--- config.mk ---
export PLATFORM = sky130hd
export DESIGN_NAME = matmul_apb_master_flat
export DESIGN_NICKNAME = d
export VERILOG_FILES = /design/src/rtl/matmul_calc_pkg.sv /design/src/rtl/matmul_apb_master_if.sv /design/src/rtl/matmul_apb_master.sv /design/src/flat_wrapper.sv
export SDC_FILE = /design/constraint.sdc
export NUM_CORES = 1
export LEC_CHECK = 0
export CAP_MARGIN = 10
export CORE_ASPECT_RATIO = 1.5
export CORE_MARGIN = 1
export CORE_UTILIZATION = 47
export CTS_BUF_LIST = sky130_fd_sc_hd__clkbuf_2
export CTS_CLUSTER_SIZE = 16
export DETAILED_ROUTE_END_ITERATION = 10
export PLACE_DENSITY = 0.88
export SKIP_CTS_REPAIR_TIMING = 1
export SLEW_MARGIN = 20
export SYNTH_ARGS = -nofsm -noshare
export SYNTH_HDL_FRONTEND = slang
export SYNTH_SLANG_ARGS = --single-unit
--- constraint.sdc ---
create_clock -name clk_i -period 5.3 [get_ports clk_i]
set_input_delay 0.53 -clock clk_i [delete_from_list [all_inputs] [get_ports clk_i]]
set_output_delay 0.53 -clock clk_i [all_outputs]
set_load 0.02 [all_outputs]
--- src/rtl/matmul_calc_pkg.sv ---
// Shared parameters and state encoding for the matmul_calc APB requester.
package matmul_calc_pkg;

  localparam int MATMUL_ADDR_WIDTH     = 16;
  localparam int MATMUL_BUS_WIDTH      = 32;
  localparam int MATMUL_TIMEOUT_CYCLES = 16;

  typedef enum logic [2:0] {
    IDLE     = 3'd0,
    BUSYWAIT = 3'd1,
    SETUP    = 3'd2,
    ACCESS   = 3'd3,
    RESP     = 3'd4
  } apb_mst_state_t;

endpackage

--- src/rtl/matmul_apb_master_if.sv ---
// Command/response channel plus APB requester signals toward matmul_calc.
interface matmul_apb_master_if
  import matmul_calc_pkg::*;
#(
  parameter int ADDR_WIDTH = MATMUL_ADDR_WIDTH,
  parameter int BUS_WIDTH  = MATMUL_BUS_WIDTH
);

  logic                    cmd_valid_i;
  logic                    cmd_ready_o;
  logic                    cmd_write_i;
  logic [ADDR_WIDTH-1:0]   cmd_addr_i;
  logic [BUS_WIDTH-1:0]    cmd_wdata_i;
  logic [BUS_WIDTH/8-1:0]  cmd_strb_i;

  logic                    rsp_valid_o;
  logic                    rsp_ready_i;
  logic [BUS_WIDTH-1:0]    rsp_rdata_o;
  logic                    rsp_err_o;
  logic                    rsp_timeout_o;

  logic                    psel_o;
  logic                    penable_o;
  logic                    pwrite_o;
  logic [ADDR_WIDTH-1:0]   paddr_o;
  logic [BUS_WIDTH-1:0]    pwdata_o;
  logic [BUS_WIDTH/8-1:0]  pstrb_o;
  logic                    pready_i;
  logic                    pslverr_i;
  logic [BUS_WIDTH-1:0]    prdata_i;
  logic                    busy_i;

  modport master (
    input  cmd_valid_i, cmd_write_i, cmd_addr_i, cmd_wdata_i, cmd_strb_i,
    input  rsp_ready_i, pready_i, pslverr_i, prdata_i, busy_i,
    output cmd_ready_o, rsp_valid_o, rsp_rdata_o, rsp_err_o, rsp_timeout_o,
    output psel_o, penable_o, pwrite_o, paddr_o, pwdata_o, pstrb_o
  );

  modport slave (
    output cmd_valid_i, cmd_write_i, cmd_addr_i, cmd_wdata_i, cmd_strb_i,
    output rsp_ready_i, pready_i, pslverr_i, prdata_i, busy_i,
    input  cmd_ready_o, rsp_valid_o, rsp_rdata_o, rsp_err_o, rsp_timeout_o,
    input  psel_o, penable_o, pwrite_o, paddr_o, pwdata_o, pstrb_o
  );

endinterface

--- src/rtl/matmul_apb_master.sv ---
// Single-outstanding APB requester: holds writes off while matmul_calc is busy,
// bounds ACCESS wait-states with a timeout, and returns one response per command.
module matmul_apb_master
  import matmul_calc_pkg::*;
#(
  parameter int ADDR_WIDTH     = MATMUL_ADDR_WIDTH,
  parameter int BUS_WIDTH      = MATMUL_BUS_WIDTH,
  parameter int TIMEOUT_CYCLES = MATMUL_TIMEOUT_CYCLES
) (
  input  logic                clk_i,
  input  logic                rst_ni,
  matmul_apb_master_if.master bus
);

  localparam int STRB_WIDTH = BUS_WIDTH / 8;
  // A zero timeout still needs a legal (unused) counter width.
  localparam int CNT_WIDTH  = (TIMEOUT_CYCLES > 0) ? $clog2(TIMEOUT_CYCLES + 1) : 1;

  apb_mst_state_t          state_q, state_d;
  logic                    cmd_ready_q, cmd_ready_d;
  logic                    psel_q, psel_d;
  logic                    penable_q, penable_d;
  logic                    pwrite_q, pwrite_d;
  logic [ADDR_WIDTH-1:0]   paddr_q, paddr_d;
  logic [BUS_WIDTH-1:0]    pwdata_q, pwdata_d;
  logic [STRB_WIDTH-1:0]   pstrb_q, pstrb_d;
  logic                    rsp_valid_q, rsp_valid_d;
  logic [BUS_WIDTH-1:0]    rsp_rdata_q, rsp_rdata_d;
  logic                    rsp_err_q, rsp_err_d;
  logic                    rsp_timeout_q, rsp_timeout_d;
  logic [CNT_WIDTH-1:0]    wait_cnt_q, wait_cnt_d;
  logic [CNT_WIDTH-1:0]    wait_cnt_inc;
  logic                    accept;

  assign accept       = bus.cmd_valid_i && cmd_ready_q;
  assign wait_cnt_inc = wait_cnt_q + CNT_WIDTH'(1);

  always_comb begin
    state_d       = state_q;
    pwrite_d      = pwrite_q;
    paddr_d       = paddr_q;
    pwdata_d      = pwdata_q;
    pstrb_d       = pstrb_q;
    rsp_valid_d   = rsp_valid_q;
    rsp_rdata_d   = rsp_rdata_q;
    rsp_err_d     = rsp_err_q;
    rsp_timeout_d = rsp_timeout_q;
    wait_cnt_d    = wait_cnt_q;

    unique case (state_q)
      IDLE: begin
        if (accept) begin
          pwrite_d = bus.cmd_write_i;
          paddr_d  = bus.cmd_addr_i;
          pwdata_d = bus.cmd_wdata_i;
          pstrb_d  = bus.cmd_strb_i;
          state_d  = (bus.cmd_write_i && bus.busy_i) ? BUSYWAIT : SETUP;
        end
      end
      BUSYWAIT: begin
        if (!bus.busy_i) state_d = SETUP;
      end
      SETUP: begin
        wait_cnt_d = '0;
        state_d    = ACCESS;
      end
      ACCESS: begin
        // pready wins over the timeout when both land in the same cycle.
        if (bus.pready_i) begin
          rsp_rdata_d   = pwrite_q ? '0 : bus.prdata_i;
          rsp_err_d     = bus.pslverr_i;
          rsp_timeout_d = 1'b0;
          rsp_valid_d   = 1'b1;
          state_d       = RESP;
        end else if ((TIMEOUT_CYCLES != 0) &&
                     (wait_cnt_inc == CNT_WIDTH'(TIMEOUT_CYCLES))) begin
          rsp_rdata_d   = '0;
          rsp_err_d     = 1'b1;
          rsp_timeout_d = 1'b1;
          rsp_valid_d   = 1'b1;
          state_d       = RESP;
        end else begin
          wait_cnt_d = wait_cnt_inc;
        end
      end
      RESP: begin
        if (bus.rsp_ready_i) begin
          rsp_valid_d = 1'b0;
          state_d     = IDLE;
        end
      end
      default: state_d = IDLE;
    endcase

    // Bus strobes follow the next state so they come straight out of flops.
    psel_d      = (state_d == SETUP) || (state_d == ACCESS);
    penable_d   = (state_d == ACCESS);
    cmd_ready_d = (state_d == IDLE);
  end

  always_ff @(posedge clk_i or negedge rst_ni) begin
    if (!rst_ni) begin
      state_q       <= IDLE;
      cmd_ready_q   <= 1'b0;
      psel_q        <= 1'b0;
      penable_q     <= 1'b0;
      pwrite_q      <= 1'b0;
      paddr_q       <= '0;
      pwdata_q      <= '0;
      pstrb_q       <= '0;
      rsp_valid_q   <= 1'b0;
      rsp_rdata_q   <= '0;
      rsp_err_q     <= 1'b0;
      rsp_timeout_q <= 1'b0;
      wait_cnt_q    <= '0;
    end else begin
      state_q       <= state_d;
      cmd_ready_q   <= cmd_ready_d;
      psel_q        <= psel_d;
      penable_q     <= penable_d;
      pwrite_q      <= pwrite_d;
      paddr_q       <= paddr_d;
      pwdata_q      <= pwdata_d;
      pstrb_q       <= pstrb_d;
      rsp_valid_q   <= rsp_valid_d;
      rsp_rdata_q   <= rsp_rdata_d;
      rsp_err_q     <= rsp_err_d;
      rsp_timeout_q <= rsp_timeout_d;
      wait_cnt_q    <= wait_cnt_d;
    end
  end

  assign bus.cmd_ready_o   = cmd_ready_q;
  assign bus.psel_o        = psel_q;
  assign bus.penable_o     = penable_q;
  assign bus.pwrite_o      = pwrite_q;
  assign bus.paddr_o       = paddr_q;
  assign bus.pwdata_o      = pwdata_q;
  assign bus.pstrb_o       = pstrb_q;
  assign bus.rsp_valid_o   = rsp_valid_q;
  assign bus.rsp_rdata_o   = rsp_rdata_q;
  assign bus.rsp_err_o     = rsp_err_q;
  assign bus.rsp_timeout_o = rsp_timeout_q;

endmodule

--- src/flat_wrapper.sv ---
// flat-port wrapper written by rule: the top's interface ports become plain ports
module matmul_apb_master_flat import matmul_calc_pkg::*;
#(
  parameter int ADDR_WIDTH     = MATMUL_ADDR_WIDTH,
  parameter int BUS_WIDTH      = MATMUL_BUS_WIDTH,
  parameter int TIMEOUT_CYCLES = MATMUL_TIMEOUT_CYCLES
)
  (clk_i, rst_ni, bus_cmd_valid_i, bus_cmd_write_i, bus_cmd_addr_i, bus_cmd_wdata_i, bus_cmd_strb_i, bus_rsp_ready_i, bus_pready_i, bus_pslverr_i, bus_prdata_i, bus_busy_i, bus_cmd_ready_o, bus_rsp_valid_o, bus_rsp_rdata_o, bus_rsp_err_o, bus_rsp_timeout_o, bus_psel_o, bus_penable_o, bus_pwrite_o, bus_paddr_o, bus_pwdata_o, bus_pstrb_o);
  matmul_apb_master_if #(.ADDR_WIDTH(ADDR_WIDTH), .BUS_WIDTH(BUS_WIDTH)) bus_i ();
  input  logic clk_i;
  input  logic rst_ni;
  input wire logic [$bits(bus_i.cmd_valid_i)-1:0] bus_cmd_valid_i;
  input wire logic [$bits(bus_i.cmd_write_i)-1:0] bus_cmd_write_i;
  input wire logic [$bits(bus_i.cmd_addr_i)-1:0] bus_cmd_addr_i;
  input wire logic [$bits(bus_i.cmd_wdata_i)-1:0] bus_cmd_wdata_i;
  input wire logic [$bits(bus_i.cmd_strb_i)-1:0] bus_cmd_strb_i;
  input wire logic [$bits(bus_i.rsp_ready_i)-1:0] bus_rsp_ready_i;
  input wire logic [$bits(bus_i.pready_i)-1:0] bus_pready_i;
  input wire logic [$bits(bus_i.pslverr_i)-1:0] bus_pslverr_i;
  input wire logic [$bits(bus_i.prdata_i)-1:0] bus_prdata_i;
  input wire logic [$bits(bus_i.busy_i)-1:0] bus_busy_i;
  output wire logic [$bits(bus_i.cmd_ready_o)-1:0] bus_cmd_ready_o;
  output wire logic [$bits(bus_i.rsp_valid_o)-1:0] bus_rsp_valid_o;
  output wire logic [$bits(bus_i.rsp_rdata_o)-1:0] bus_rsp_rdata_o;
  output wire logic [$bits(bus_i.rsp_err_o)-1:0] bus_rsp_err_o;
  output wire logic [$bits(bus_i.rsp_timeout_o)-1:0] bus_rsp_timeout_o;
  output wire logic [$bits(bus_i.psel_o)-1:0] bus_psel_o;
  output wire logic [$bits(bus_i.penable_o)-1:0] bus_penable_o;
  output wire logic [$bits(bus_i.pwrite_o)-1:0] bus_pwrite_o;
  output wire logic [$bits(bus_i.paddr_o)-1:0] bus_paddr_o;
  output wire logic [$bits(bus_i.pwdata_o)-1:0] bus_pwdata_o;
  output wire logic [$bits(bus_i.pstrb_o)-1:0] bus_pstrb_o;
  assign bus_i.cmd_valid_i = bus_cmd_valid_i;
  assign bus_i.cmd_write_i = bus_cmd_write_i;
  assign bus_i.cmd_addr_i = bus_cmd_addr_i;
  assign bus_i.cmd_wdata_i = bus_cmd_wdata_i;
  assign bus_i.cmd_strb_i = bus_cmd_strb_i;
  assign bus_i.rsp_ready_i = bus_rsp_ready_i;
  assign bus_i.pready_i = bus_pready_i;
  assign bus_i.pslverr_i = bus_pslverr_i;
  assign bus_i.prdata_i = bus_prdata_i;
  assign bus_i.busy_i = bus_busy_i;
  assign bus_cmd_ready_o = bus_i.cmd_ready_o;
  assign bus_rsp_valid_o = bus_i.rsp_valid_o;
  assign bus_rsp_rdata_o = bus_i.rsp_rdata_o;
  assign bus_rsp_err_o = bus_i.rsp_err_o;
  assign bus_rsp_timeout_o = bus_i.rsp_timeout_o;
  assign bus_psel_o = bus_i.psel_o;
  assign bus_penable_o = bus_i.penable_o;
  assign bus_pwrite_o = bus_i.pwrite_o;
  assign bus_paddr_o = bus_i.paddr_o;
  assign bus_pwdata_o = bus_i.pwdata_o;
  assign bus_pstrb_o = bus_i.pstrb_o;
  matmul_apb_master #(.ADDR_WIDTH(ADDR_WIDTH), .BUS_WIDTH(BUS_WIDTH), .TIMEOUT_CYCLES(TIMEOUT_CYCLES)) u_core (.clk_i(clk_i), .rst_ni(rst_ni), .bus(bus_i));
endmodule
==> results by stage <==
Placed design:
- The HPWL reported at the end of detailed placement is around 7.4 mm.
- The placed standard-cell area is about 6000 µm².
- The final weighted congestion in routability-driven placement is approximately 0.8.
- At the placement stage, the worst setup path has a slack of about 2.5 ns.
- The number of port buffers is 182.
- Counting tap cells, the placed design contains a total of 605 instances.

Power and ir drop:
- Sequential cells burn between 30% and 40% of the power.
- Combinational logic burns between 50% and 60% of the power.
- In this run the power spent charging and discharging nets is ~1.4 mW.
- The static leakage is 2.69 nW.
- The switching part of the total is 39.0%.
- The clock group share of total power is 8.0%.
- After layout, the design draws a total of roughly 3.5 mW.
- The internal portion of the total power is between 2 and 2.5 mW.
- IR analysis of the VDD net gives a maximum drop of 0.333 mV.
- In this run the power density over the cells is roughly 570 nW/µm².

Timing:
- The final worst setup slack is a little over 3 ns.
- The post-route minimum period is 2.22 ns.
- The final number of hold-violating endpoints is 0.
- The worst slew margin relative to its limit is 36.9%.
- The final setup violation count is 0.
- Setup repair after global routing left no endpoint under its margin.
- For the final database, setup skew stands at approximately 0.022 ns.
- The share of the clock period used by the worst path after layout is a little over two fifths.
- The maximum frequency from static timing analysis is ~0.45 GHz.
- The sum of negative setup slack is 0 ns.
- The number of pins exceeding their max-slew limit in the final report is 0.
- The measured slew at the worst slew-check pin is around 0.95 ns.
- The worst slack on hold paths is roughly 0.40 ns.

Route:
- For this block, the via count after detailed routing is 3272.
- The total wire length is slightly above 10 mm.
- The number of remaining DRC errors is 0.
- After the first detailed-routing iteration, the DRC count stood at around 150.
- The per-cell via count in the routed design is 5.26.
- The first detailed-routing pass took 4 iterations.
- The post-detailed-route wirelength per cell is 16.6 µm.
- The post-detailed-route count of antenna-violating nets is 0.

Finish:
- The count of placed standard cells in the final layout, fillers left out is 622.
- Measured on the finished design, the core utilization comes to 72.0%.
- The area growth from synthesis to layout is 46.4%.
- Once layout is done, the placed cells without fillers occupy between 6000 and 7000 µm².
- The number of antenna diodes in the final layout is 0.
- The final net count is just over 600.
- Cells with a size suffix above 1 make up approximately 14% of the layout.
- The number of filler cells placed in the layout is a little over 600.

Worst setup path:
- STA classifies the critical path startpoint as a flip-flop.
- The arrival time at the worst endpoint is about 1.7 ns.
- For flop-to-flop paths, the worst setup slack is around 3.2 ns.
- In this run the worst path has a maximum fanout of 3.
- STA classifies the critical path endpoint as an output pin.
- At the worst endpoint, the required time is 4.77 ns.
- In this design, the largest share of critical-path delay is due to buffers and inverters.
- The largest single stage delay on the critical path is roughly 0.67 ns.
- The highest-delay cell along the critical path is sky130_fd_sc_hd__clkdlybuf4s50_1.
- The total buffers and inverters traversed by the critical path is 1.
- The worst setup path is of the flip-flop to output pin kind.
- Walking the worst path, the cells encountered are clkdlybuf4s50_1.

Synthesis:
- The post-synthesis cell type count is 41.
- The cell count after synthesis is 332.
- When the netlist entered floorplanning its net count stood at 425.
- The library cell occupying the most area in the post-synthesis netlist is sky130_fd_sc_hd__dfrtp_1.
- Among all cell types in the netlist, the one instantiated most often is sky130_fd_sc_hd__dfrtp_1.
- The mean cell area of the mapped netlist is ~13 µm².
- The number of enable flip-flop cells after synthesis is 0.
- The post-synthesis cell area is ~4200 µm².
- The most instantiated flip-flop cell in the synthesis netlist is sky130_fd_sc_hd__dfrtp_1.
- Ranked by total cell area, the synthesized netlist is headed by sky130_fd_sc_hd__dfrtp_1 59%, sky130_fd_sc_hd__mux2_2 12%, sky130_fd_sc_hd__a22oi_1 5.7%, sky130_fd_sc_hd__o21ai_0 4.1%, sky130_fd_sc_hd__mux2_4 3.6%.
- The total of flip-flops plus latches after synthesis is 99.
- In this run the biggest area consumer among cell types represents approximately three fifths of the synthesized area.
- The total of warnings raised by yosys is 0.
- The sequential area share after synthesis is just under 60%.
- The commonest cells after synthesis are 99 x sky130_fd_sc_hd__dfrtp_1, 43 x sky130_fd_sc_hd__mux2_2, 35 x sky130_fd_sc_hd__inv_1.
- For this run, asynchronously set or reset flops after synthesis account for 100%.

Floorplanning:
- The horizontal extent of the die is 79.1 µm.
- Once the floorplan was initialized, standard cells occupied 49.2% of the core.
- The height of the die is around 120 µm.
- In this run the count of I/O pins placed on the die edge is 183.
- The initialized floorplan defines 41 standard-cell rows.
- The area of the placeable core is 8520 µm².
- The area of the die is 9310 µm².

Global route:
- The global-route usage over all layers is a little under a quarter.
- Entering global routing, the biggest net connects a little under 80 pins.
- Summed over all layers, the global routing overflow is 0.
- The initial antenna violation count came to 0.
- The via count of the first global-routing pass is ~3300.
- The wire length of the first global-routing pass is roughly 16 mm.

Run status:
- The run finished with clean final reports.

CTS:
- Clock tree synthesis found a total of between 90 and 100 sinks.
- The clock passes through at most 2 buffers.
- The total clock buffers created by CTS is 9.
- The clock insertion delay at the later pin of the skew report is 0.52 ns.
- The root buffer cell chosen for the clock tree is sky130_fd_sc_hd__clkbuf_2.
- The number of levels in the clock H-tree is 3.
- The clock slew at the register clock pins of the worst setup and hold paths is 0.24 ns.
- The CTS tree is done.

Job:
- The tool flagged a number of max-cap violations equal to 0.

Hold path:
- The path class of the tightest hold or removal check is primary input to asynchronous set/reset pin.
registers in the layout, summed over array words and instances (netlist names):
register / cells
u_core.bus.psel_o: 1
u_core.bus.pwdata_o: 32
u_core.wait_cnt_q: 5
u_core.bus.cmd_ready_o: 1
u_core.bus.rsp_rdata_o: 32
u_core.bus.rsp_valid_o: 1
u_core.bus.pstrb_o: 4
u_core.state_q: 3
u_core.bus.penable_o: 1
u_core.bus.rsp_timeout_o: 1
u_core.bus.pwrite_o: 1
u_core.bus.rsp_err_o: 1
u_core.bus.paddr_o: 16
final timing paths:
path                                                         start                             endpoint  depth (start not counted)
worst max-delay path               u_core.bus.pwrite_o$_DFFE_PN0P_                         bus_pwrite_o                          1
worst min-delay path                                        rst_ni     u_core.wait_cnt_q[0]$_DFFE_PN0P_                          2
worst max register to register         u_core.state_q[0]$_DFF_PN0_  u_core.bus.pwdata_o[10]$_DFFE_PN0P_                          3
worst min register to register  u_core.bus.pwdata_o[2]$_DFFE_PN0P_   u_core.bus.pwdata_o[2]$_DFFE_PN0P_                          1
max in group asynchronous                                   rst_ni  u_core.bus.pwdata_o[13]$_DFFE_PN0P_                          3
min in group clk_i              u_core.bus.pwdata_o[2]$_DFFE_PN0P_   u_core.bus.pwdata_o[2]$_DFFE_PN0P_                          1
layer usage:
layer	wire (µm)	global-route usage (%)	vias to the layer above	part of all wire, %
li1	-	-	1528	-
met1	4050	26.8	1592	39
met2	5380	39.9	139	52
met3	727	5.81	13	7.0
met4	191	7.73	0	1.8
met5	0	0	-	0
cells in the final DEF, fill, tap and decap left out, types with 2 or more instances in the layout:
master | Yosys | layout
sky130_fd_sc_hd__a21oi_1 | 6 | 6
sky130_fd_sc_hd__nand4b_1 | 2 | 2
sky130_fd_sc_hd__nand2_1 | 9 | 9
sky130_fd_sc_hd__a22oi_1 | 32 | 32
sky130_fd_sc_hd__o221ai_1 | 2 | 2
sky130_fd_sc_hd__clkbuf_2 | 0 | 9
sky130_fd_sc_hd__o21ai_1 | 6 | 6
sky130_fd_sc_hd__o211ai_1 | 3 | 3
sky130_fd_sc_hd__mux2_4 | 10 | 10
sky130_fd_sc_hd__buf_4 | 0 | 4
sky130_fd_sc_hd__clkdlybuf4s50_1 | 0 | 181
sky130_fd_sc_hd__o21ai_0 | 34 | 34
sky130_fd_sc_hd__nor2_1 | 5 | 5
sky130_fd_sc_hd__nand3_1 | 2 | 2
sky130_fd_sc_hd__clkinv_1 | 0 | 5
sky130_fd_sc_hd__mux2_2 | 43 | 43
sky130_fd_sc_hd__dfrtp_1 | 99 | 99
sky130_fd_sc_hd__inv_1 | 35 | 35
sky130_fd_sc_hd__a31oi_1 | 2 | 2
cell families (layout without fill, tap and decap cells):
group                      count (synthesis)  count (layout)  share of synthesized area, %
muxes                                     53              53                          15.1
AOI/OAI and AO/OA                         97              97                          15.2
buffers and inverters                     54             237                          6.30
and+or+nand+nor                           28              28                          3.97
adders and majority gates                  1               1                         0.299
DFF                                       99              99                          59.1
worst register-to-register path, delay by kind of cell (launching register included):
kind / cells / cell delay [ns]
buf+inv: 1 / 0.62
simple gates: 1 / 0.34
mux: 1 / 0.46
flops: 1 / 0.62
area by class of cell:
| cell class | count | area, µm² | share of cell area, % |
|---|---|---|---|
| flip-flops and latches | 99 | 2480 | 40.4 |
| well taps | 107 | 134 | 2.18 |
| clock buffers | 9 | 45.0 | 0.734 |
| clock inverters | 6 | 23.8 | 0.388 |
| multi-input cells | 179 | 1460 | 23.7 |
| repair buffers | 187 | 1870 | 30.4 |
| inverters | 35 | 131 | 2.14 |
power groups by stage:
stage               clock network [mW]  registers [mW]  logic (mW)
global route                     0.322            1.39        1.99
finish                           0.280            1.34        1.86
CTS                              0.287            1.35        1.88
floorplan                            0            1.69       0.669
detailed placement                   0            1.36        1.87
global placement                     0            1.33        1.81
No activity file was read; power rests on OpenSTA's default activity.
